<file path="src/rtl/MainCtrl_pkg.sv">
// Shared types and constants for the multi-cycle MIPS main controller:
// state encoding, opcode map, ALU/mux select codes and the output bundle.
package MainCtrl_pkg;

  typedef enum logic [3:0] {
    FETCH   = 4'd0,
    DECODE  = 4'd1,
    MEMADR  = 4'd2,
    MEMRD   = 4'd3,
    MEMWB   = 4'd4,
    MEMWR   = 4'd5,
    EXECUTE = 4'd6,
    ALUWB   = 4'd7,
    BRANCH  = 4'd8,
    ADDIEX  = 4'd9,
    ADDIWB  = 4'd10,
    JUMP    = 4'd11
  } CtrlState_t;

  localparam logic [5:0] OP_RTYPE = 6'b000000;
  localparam logic [5:0] OP_LW    = 6'b100011;
  localparam logic [5:0] OP_SW    = 6'b101011;
  localparam logic [5:0] OP_BEQ   = 6'b000100;
  localparam logic [5:0] OP_ADDI  = 6'b001000;
  localparam logic [5:0] OP_J     = 6'b000010;

  localparam logic [1:0] ALUOP_ADD   = 2'b00;
  localparam logic [1:0] ALUOP_SUB   = 2'b01;
  localparam logic [1:0] ALUOP_FUNCT = 2'b10;

  localparam logic [1:0] ALUSRCB_B      = 2'b00;
  localparam logic [1:0] ALUSRCB_FOUR   = 2'b01;
  localparam logic [1:0] ALUSRCB_IMM    = 2'b10;
  localparam logic [1:0] ALUSRCB_IMM_SH = 2'b11;

  localparam logic [1:0] PCSRC_ALU    = 2'b00;
  localparam logic [1:0] PCSRC_ALUOUT = 2'b01;
  localparam logic [1:0] PCSRC_JUMP   = 2'b10;

  typedef struct packed {
    logic       mem_req;
    logic       iord;
    logic       memwrite;
    logic       irwrite;
    logic       regdst;
    logic       memtoreg;
    logic       regwrite;
    logic       alusrca;
    logic [1:0] alusrcb;
    logic [1:0] aluop;
    logic [1:0] pcsrc;
    logic       pcwrite;
    logic       branch;
    logic       illegal_op;
  } ctrl_out_t;

  function automatic logic is_legal_opcode(input logic [5:0] op);
    return (op == OP_RTYPE) || (op == OP_LW) || (op == OP_SW) ||
           (op == OP_BEQ) || (op == OP_ADDI) || (op == OP_J);
  endfunction

endpackage

</file>
<file path="src/rtl/main_control_fsm_if.sv">
// Controller <-> datapath/memory signal bundle. The master side is the
// controller; the slave side is the datapath and memory it steers.
interface main_control_fsm_if;

  logic [5:0] opcode;
  logic       mem_ready;
  logic       mem_req;
  logic       iord;
  logic       memwrite;
  logic       irwrite;
  logic       regdst;
  logic       memtoreg;
  logic       regwrite;
  logic       alusrca;
  logic [1:0] alusrcb;
  logic [1:0] aluop;
  logic [1:0] pcsrc;
  logic       pcwrite;
  logic       branch;
  logic       illegal_op;

  modport master (
    input  opcode, mem_ready,
    output mem_req, iord, memwrite, irwrite, regdst, memtoreg, regwrite,
           alusrca, alusrcb, aluop, pcsrc, pcwrite, branch, illegal_op
  );

  modport slave (
    output opcode, mem_ready,
    input  mem_req, iord, memwrite, irwrite, regdst, memtoreg, regwrite,
           alusrca, alusrcb, aluop, pcsrc, pcwrite, branch, illegal_op
  );

endinterface

</file>
<file path="src/rtl/main_control_outdec.sv">
// Combinational decode of controller state into datapath strobes/selects.
// Only irwrite/pcwrite (FETCH) and illegal_op (DECODE) look at inputs.
module main_control_outdec
  import MainCtrl_pkg::*;
(
  input  CtrlState_t state_i,
  input  logic       reset_i,
  input  logic       mem_ready_i,
  input  logic [5:0] opcode_i,
  output ctrl_out_t  ctrl_o
);

  always_comb begin
    // NOTE: every field gets a default before the case, so no path leaves a
    // field unassigned and no latch is inferred.
    ctrl_o = '0;
    unique case (state_i)
      FETCH: begin
        ctrl_o.mem_req = 1'b1;
        ctrl_o.alusrcb = ALUSRCB_FOUR;
        ctrl_o.aluop   = ALUOP_ADD;
        ctrl_o.pcsrc   = PCSRC_ALU;
        ctrl_o.irwrite = mem_ready_i;
        ctrl_o.pcwrite = mem_ready_i;
      end
      DECODE: begin
        ctrl_o.alusrcb    = ALUSRCB_IMM_SH;
        ctrl_o.aluop      = ALUOP_ADD;
        ctrl_o.illegal_op = ~is_legal_opcode(opcode_i);
      end
      MEMADR, ADDIEX: begin
        ctrl_o.alusrca = 1'b1;
        ctrl_o.alusrcb = ALUSRCB_IMM;
        ctrl_o.aluop   = ALUOP_ADD;
      end
      MEMRD: begin
        ctrl_o.mem_req = 1'b1;
        ctrl_o.iord    = 1'b1;
      end
      MEMWB: begin
        ctrl_o.memtoreg = 1'b1;
        ctrl_o.regwrite = 1'b1;
      end
      MEMWR: begin
        ctrl_o.mem_req  = 1'b1;
        ctrl_o.iord     = 1'b1;
        ctrl_o.memwrite = 1'b1;
      end
      EXECUTE: begin
        ctrl_o.alusrca = 1'b1;
        ctrl_o.alusrcb = ALUSRCB_B;
        ctrl_o.aluop   = ALUOP_FUNCT;
      end
      ALUWB: begin
        ctrl_o.regdst   = 1'b1;
        ctrl_o.regwrite = 1'b1;
      end
      BRANCH: begin
        ctrl_o.alusrca = 1'b1;
        ctrl_o.alusrcb = ALUSRCB_B;
        ctrl_o.aluop   = ALUOP_SUB;
        ctrl_o.pcsrc   = PCSRC_ALUOUT;
        ctrl_o.branch  = 1'b1;
      end
      ADDIWB: begin
        ctrl_o.regwrite = 1'b1;
      end
      JUMP: begin
        ctrl_o.pcsrc   = PCSRC_JUMP;
        ctrl_o.pcwrite = 1'b1;
      end
      default: ctrl_o = '0;
    endcase

    // Reset wins: strobes off immediately, selects parked at their FETCH values.
    if (reset_i) begin
      ctrl_o         = '0;
      ctrl_o.alusrcb = ALUSRCB_FOUR;
      ctrl_o.aluop   = ALUOP_ADD;
      ctrl_o.pcsrc   = PCSRC_ALU;
    end
  end

endmodule

</file>
<file path="src/rtl/main_control_fsm.sv">
// Multi-cycle MIPS main controller: state register and next-state logic,
// with output decode delegated to main_control_outdec.
module main_control_fsm
  import MainCtrl_pkg::*;
(
  input  logic          clk,
  input  logic          reset,
  main_control_fsm_if.master bus
);

  CtrlState_t state_q, state_d;
  ctrl_out_t  ctrl;

  always_ff @(posedge clk) begin
    // NOTE: state registers use non-blocking assignment so every flop samples
    // the pre-edge value; the reset is synchronous, checked inside the edge.
    if (reset) state_q <= FETCH;
    else       state_q <= state_d;
  end

  always_comb begin
    state_d = state_q;
    unique case (state_q)
      FETCH:   if (bus.mem_ready) state_d = DECODE;
      DECODE: begin
        unique case (bus.opcode)
          OP_LW, OP_SW: state_d = MEMADR;
          OP_RTYPE:     state_d = EXECUTE;
          OP_BEQ:       state_d = BRANCH;
          OP_ADDI:      state_d = ADDIEX;
          OP_J:         state_d = JUMP;
          default:      state_d = FETCH;
        endcase
      end
      MEMADR:  state_d = (bus.opcode == OP_SW) ? MEMWR : MEMRD;
      MEMRD:   if (bus.mem_ready) state_d = MEMWB;
      MEMWR:   if (bus.mem_ready) state_d = FETCH;
      EXECUTE: state_d = ALUWB;
      ADDIEX:  state_d = ADDIWB;
      MEMWB, ALUWB, BRANCH, ADDIWB, JUMP: state_d = FETCH;
      default: state_d = FETCH;
    endcase
  end

  main_control_outdec u_outdec (
    .state_i     (state_q),
    .reset_i     (reset),
    .mem_ready_i (bus.mem_ready),
    .opcode_i    (bus.opcode),
    .ctrl_o      (ctrl)
  );

  assign bus.mem_req    = ctrl.mem_req;
  assign bus.iord       = ctrl.iord;
  assign bus.memwrite   = ctrl.memwrite;
  assign bus.irwrite    = ctrl.irwrite;
  assign bus.regdst     = ctrl.regdst;
  assign bus.memtoreg   = ctrl.memtoreg;
  assign bus.regwrite   = ctrl.regwrite;
  assign bus.alusrca    = ctrl.alusrca;
  assign bus.alusrcb    = ctrl.alusrcb;
  assign bus.aluop      = ctrl.aluop;
  assign bus.pcsrc      = ctrl.pcsrc;
  assign bus.pcwrite    = ctrl.pcwrite;
  assign bus.branch     = ctrl.branch;
  assign bus.illegal_op = ctrl.illegal_op;

endmodule

</file>
<file path="src/flat_wrapper.sv">
// flat-port wrapper written by rule: the top's interface ports become plain ports
module main_control_fsm_flat import MainCtrl_pkg::*;
  (clk, reset, bus_opcode, bus_mem_ready, bus_mem_req, bus_iord, bus_memwrite, bus_irwrite, bus_regdst, bus_memtoreg, bus_regwrite, bus_alusrca, bus_alusrcb, bus_aluop, bus_pcsrc, bus_pcwrite, bus_branch, bus_illegal_op);
  main_control_fsm_if bus_i ();
  input  logic clk;
  input  logic reset;
  input wire logic [$bits(bus_i.opcode)-1:0] bus_opcode;
  input wire logic [$bits(bus_i.mem_ready)-1:0] bus_mem_ready;
  output wire logic [$bits(bus_i.mem_req)-1:0] bus_mem_req;
  output wire logic [$bits(bus_i.iord)-1:0] bus_iord;
  output wire logic [$bits(bus_i.memwrite)-1:0] bus_memwrite;
  output wire logic [$bits(bus_i.irwrite)-1:0] bus_irwrite;
  output wire logic [$bits(bus_i.regdst)-1:0] bus_regdst;
  output wire logic [$bits(bus_i.memtoreg)-1:0] bus_memtoreg;
  output wire logic [$bits(bus_i.regwrite)-1:0] bus_regwrite;
  output wire logic [$bits(bus_i.alusrca)-1:0] bus_alusrca;
  output wire logic [$bits(bus_i.alusrcb)-1:0] bus_alusrcb;
  output wire logic [$bits(bus_i.aluop)-1:0] bus_aluop;
  output wire logic [$bits(bus_i.pcsrc)-1:0] bus_pcsrc;
  output wire logic [$bits(bus_i.pcwrite)-1:0] bus_pcwrite;
  output wire logic [$bits(bus_i.branch)-1:0] bus_branch;
  output wire logic [$bits(bus_i.illegal_op)-1:0] bus_illegal_op;
  assign bus_i.opcode = bus_opcode;
  assign bus_i.mem_ready = bus_mem_ready;
  assign bus_mem_req = bus_i.mem_req;
  assign bus_iord = bus_i.iord;
  assign bus_memwrite = bus_i.memwrite;
  assign bus_irwrite = bus_i.irwrite;
  assign bus_regdst = bus_i.regdst;
  assign bus_memtoreg = bus_i.memtoreg;
  assign bus_regwrite = bus_i.regwrite;
  assign bus_alusrca = bus_i.alusrca;
  assign bus_alusrcb = bus_i.alusrcb;
  assign bus_aluop = bus_i.aluop;
  assign bus_pcsrc = bus_i.pcsrc;
  assign bus_pcwrite = bus_i.pcwrite;
  assign bus_branch = bus_i.branch;
  assign bus_illegal_op = bus_i.illegal_op;
  main_control_fsm u_core (.clk(clk), .reset(reset), .bus(bus_i));
endmodule
</file>
<file path="config.mk">
export PLATFORM = sky130hd
export DESIGN_NAME = main_control_fsm_flat
export DESIGN_NICKNAME = d
export VERILOG_FILES = /design/src/rtl/MainCtrl_pkg.sv /design/src/rtl/main_control_fsm_if.sv /design/src/rtl/main_control_outdec.sv /design/src/rtl/main_control_fsm.sv /design/src/flat_wrapper.sv
export SDC_FILE = /design/constraint.sdc
export NUM_CORES = 1
export LEC_CHECK = 0
export BUFFER_PORTS_ARGS = -buffer_cell sky130_fd_sc_hd__buf_2
export CORE_MARGIN = 5
export CORE_UTILIZATION = 35
export CTS_CLUSTER_SIZE = 14
export DETAILED_ROUTE_END_ITERATION = 6
export HOLD_SLACK_MARGIN = 0.06
export PLACE_DENSITY_LB_ADDON = 0.08
export SLEW_MARGIN = 25
export SYNTH_ARGS = -nofsm -noshare
export SYNTH_HDL_FRONTEND = slang
export SYNTH_SLANG_ARGS = --single-unit
</file>
<file path="constraint.sdc">
create_clock -name clk -period 1 [get_ports clk]
set_input_delay 0.1 -clock clk [delete_from_list [all_inputs] [get_ports clk]]
set_output_delay 0.1 -clock clk [all_outputs]
set_load 0.01 [all_outputs]
</file>
==> metrics.txt <==
# TYPE chip_impl_metric gauge
chip_impl_info{name="result_of_the_run",value="finished, violations left"} 1
chip_impl_info{name="violations",value="negative setup slack"} 1
chip_impl_metric{name="row_count",unit=""} 14
chip_impl_metric{name="total_power",unit="W"} 0.000633
chip_impl_metric{name="ir_worst_vdd",unit="V"} 0.000827
chip_impl_info{name="tritoncts",value="done"} 1
chip_impl_metric{name="cap_viol_max_count",unit=""} 0
chip_impl_info{name="crit_path_end_kind",value="output pin"} 1
chip_impl_metric{name="largest_register_ffs",unit=""} 4
chip_impl_info{name="holdCritPathClass",value="primary input to flip-flop"} 1
chip_impl_metric{name="powerDensity",unit="nW/um2"} 572
chip_impl_metric{name="initial_utilization",unit="%"} 36.7
chip_impl_metric{name="fmax",unit="GHz"} 0.694
chip_impl_metric{name="layout-area-overhead-vs-synth",unit="%"} 102
chip_impl_metric{name="grt_use_total",unit="%"} 15.5
chip_impl_metric{name="dp_hpwl",unit="um"} 1410
chip_impl_info{name="layout_commonest_cell",value="buf_2"} 1
chip_impl_metric{name="cts_inserted_buffers",unit=""} 3
chip_impl_metric{name="grt_overflow",unit=""} 0
chip_impl_metric{name="max_slew.worst_pin.slew",unit="ns"} 0.323
chip_impl_metric{name="synth_area",unit="um2"} 547
chip_impl_metric{name="vias_per_cell",unit=""} 5.42
chip_impl_metric{name="p_leak",unit="nW"} 0.509
chip_impl_metric{name="io_pins",unit=""} 26
chip_impl_info{name="crit_start",value="u_core.state_q[3]"} 1
chip_impl_info{name="layout_common_cells",value="buf_2, buf_4, buf_6, a21oi_1"} 1
chip_impl_metric{name="io_buffer_count",unit=""} 25
chip_impl_metric{name="clkPwrFrac",unit="%"} 33.9
chip_impl_metric{name="avgSynthCellArea",unit="um2"} 7.10
chip_impl_metric{name="clockBufferDepth",unit=""} 2
chip_impl_metric{name="internal_power",unit="W"} 0.000437
chip_impl_metric{name="chipHeight",unit="um"} 49.5
chip_impl_metric{name="first_pass_grt_wire_length",unit="um"} 3100
chip_impl_metric{name="antenna_found_initial",unit=""} 0
chip_impl_metric{name="comb_power_share",unit="%"} 39.2
chip_impl_metric{name="clk_pin_slew",unit="ns"} 0.04
chip_impl_metric{name="synth_cells",unit=""} 77
chip_impl_metric{name="post-route-drc-count",unit=""} 0
chip_impl_metric{name="power.share.switching",unit="%"} 30.9
chip_impl_metric{name="fin_skew",unit="ns"} 0.00415
chip_impl_metric{name="detail_route.first_pass.iterations",unit=""} 3
chip_impl_metric{name="core_area",unit="um2"} 1490
chip_impl_info{name="min_from",value="reset"} 1
chip_impl_metric{name="finalWirelength",unit="um"} 1890
chip_impl_metric{name="route.vias.total",unit=""} 781
chip_impl_metric{name="final.fill_count",unit=""} 123
chip_impl_metric{name="num_antenna_cells",unit=""} 0
chip_impl_metric{name="synth_nets",unit=""} 86
chip_impl_metric{name="finalMaxSlewViolations",unit=""} 0
chip_impl_metric{name="fp.dieW",unit="um"} 49.5
chip_impl_metric{name="timing.final.ws_setup",unit="ns"} -0.441
chip_impl_metric{name="finish.net_count",unit=""} 138
chip_impl_metric{name="clock_sinks",unit=""} 4
chip_impl_info{name="largest-register",value="u_core.state_q"} 1
chip_impl_metric{name="cp_max_fo",unit=""} 5
chip_impl_metric{name="finalCriticalPeriod",unit="ns"} 1.44
chip_impl_metric{name="number_of_routed_nets_with_antenna_violations",unit=""} 0
chip_impl_info{name="rsz_0062_raised_after_global_routing",value="yes"} 1
chip_impl_metric{name="worst_slew_margin_rel",unit="%"} 78.3
chip_impl_metric{name="h_tree_level_count",unit=""} 1
chip_impl_metric{name="period_share",unit="%"} 144
chip_impl_metric{name="yosysWarningCount",unit=""} 0
chip_impl_metric{name="synth-seq-area-share",unit="%"} 14.6
chip_impl_metric{name="sequentialPowerShare",unit="%"} 26.9
chip_impl_metric{name="flip_flop_and_latch_count_after_synthesis",unit=""} 4
chip_impl_metric{name="design.die.area",unit="um2"} 2450
chip_impl_metric{name="switchingPower",unit="W"} 0.000196
chip_impl_metric{name="timing.final.setup_violations",unit=""} 20
chip_impl_metric{name="fin_hold_ws",unit="ns"} 0.238
chip_impl_metric{name="yosys.cell_types.count",unit=""} 34
chip_impl_info{name="crit-reg2reg-launch",value="u_core.state_q[1]"} 1
chip_impl_metric{name="routedWlPerCell",unit="um"} 13.1
chip_impl_info{name="path_class",value="flip-flop to output pin"} 1
chip_impl_metric{name="post_route_cells_drive_above_1_share",unit="%"} 68.0
chip_impl_metric{name="clock_latency",unit="ns"} 0.23
chip_impl_metric{name="worstPathArrival",unit="ns"} 1.34
chip_impl_metric{name="finalWeightedCongestion",unit=""} 0.791
chip_impl_info{name="critical_path.startpoint_type",value="flip-flop"} 1
chip_impl_info{name="top_regs",value="u_core.state_q x4"} 1
chip_impl_metric{name="grt_start_max_net_pins",unit=""} 11
chip_impl_info{name="clock-root-buffer",value="clkbuf_4"} 1
chip_impl_metric{name="total_negative_slack_for_setup_checks",unit="ns"} -6.28
chip_impl_metric{name="vias_in_the_first_global_route",unit=""} 755
chip_impl_metric{name="worstPathRequired",unit="ns"} 0.90
chip_impl_metric{name="hold_violations",unit=""} 0
chip_impl_metric{name="detail_route.iter0.violations",unit=""} 6
worst max-delay path: stages (launching register included):
cell and delay (ns):
dfxtp_4 0.36, nand2b_4 0.14, or2_4 0.26, a211oi_4 0.19, buf_2 0.16
stage by stage:
stage	instances	setup slack, ns	instance area (um2)	util, %
floorplan	77	-0.108	657	-
global placement	136	-0.200	928	62.4
detailed placement	136	-0.210	928	62.4
CTS	143	-0.451	1070	72.0
global route	144	-0.489	1110	74.3
finish	144	-0.441	1110	74.3
worst paths after layout:
| check | endpoint | slack [ns] | cells after the start |
|---|---|---|---|
| max | bus_alusrcb[1] | -0.44 | 4 |
| min | u_core.state_q[1] | 0.24 | 3 |
| max reg2reg | u_core.state_q[2] | -0.22 | 6 |
| min reg2reg | u_core.state_q[0] | 0.57 | 2 |
area by class of cell:
cell class | count | area [um2] | share of cell area [%]
clock buffers | 4 | 26.3 | 2.38
inverters | 1 | 3.75 | 0.339
multi-input cells | 65 | 579 | 52.4
flip-flops and latches | 4 | 95.1 | 8.60
well taps | 16 | 20.0 | 1.81
repair buffers | 54 | 382 | 34.5
power by group through the flow:
stage               Sequential, W  Clock [W]  Combinational, W
floorplan                0.000171          0          0.000117
global placement         0.000175          0          0.000207
detailed placement       0.000176          0          0.000210
CTS                      0.000170   0.000222          0.000236
global route             0.000172   0.000240          0.000266
finish                   0.000170   0.000214          0.000248
timing repair:
item,CTS,global route
hold buffers,0,0
resized for setup,25,7
endpoints found under the setup margin,21,20
pin swaps,5,13
setup buffers,4,2
endpoints found under the hold margin,0,0
per-layer routing:
metal	share of wire, %	global-route usage, %	wire (um)
met5	0	0	0
met4	1.5	3.49	29
met3	5.0	5.12	95
met2	54	29.9	1020
met1	39	15.7	746
cell usage after synthesis:
library cell | number | share of area [%]
a211oi_1 | 1 | 1.4
a21oi_1 | 6 | 5.5
a32oi_1 | 1 | 1.6
a41oi_1 | 2 | 3.2
and3_1 | 3 | 3.4
and3_4 | 1 | 2.1
and4b_1 | 1 | 1.8
buf_2 | 2 | 1.8
buf_4 | 3 | 4.1
buf_6 | 1 | 2.1
clkbuf_1 | 1 | 0.69
dfxtp_1 | 4 | 15
inv_1 | 1 | 0.69
nand2_1 | 6 | 4.1
nand2b_1 | 1 | 1.1
nand2b_2 | 1 | 1.6
nor2_1 | 7 | 4.8
nor2b_1 | 2 | 2.3
nor3_1 | 9 | 8.2
nor3_2 | 1 | 1.8
nor3b_1 | 1 | 1.4
nor4_1 | 1 | 1.1
nor4_2 | 1 | 2.3
nor4b_2 | 1 | 2.7
nor4bb_1 | 2 | 3.7
o21a_1 | 3 | 4.1
o21ai_0 | 4 | 3.7
o21ai_1 | 1 | 0.91
o21bai_1 | 1 | 1.4
o32a_1 | 1 | 1.8
or2_1 | 2 | 2.3
or2_2 | 1 | 1.1
xnor2_1 | 1 | 1.6
xor2_1 | 3 | 4.8
cells by family after synthesis:
group,after synthesis,synth area share (%)
buffers and inverters,8,9.38
AND/OR/NAND/NOR,41,46.0
AO/OA/AOI/OAI,20,23.6
XOR/XNOR,4,6.41
flip-flops,4,14.6
(Power assumes the default switching activity.)
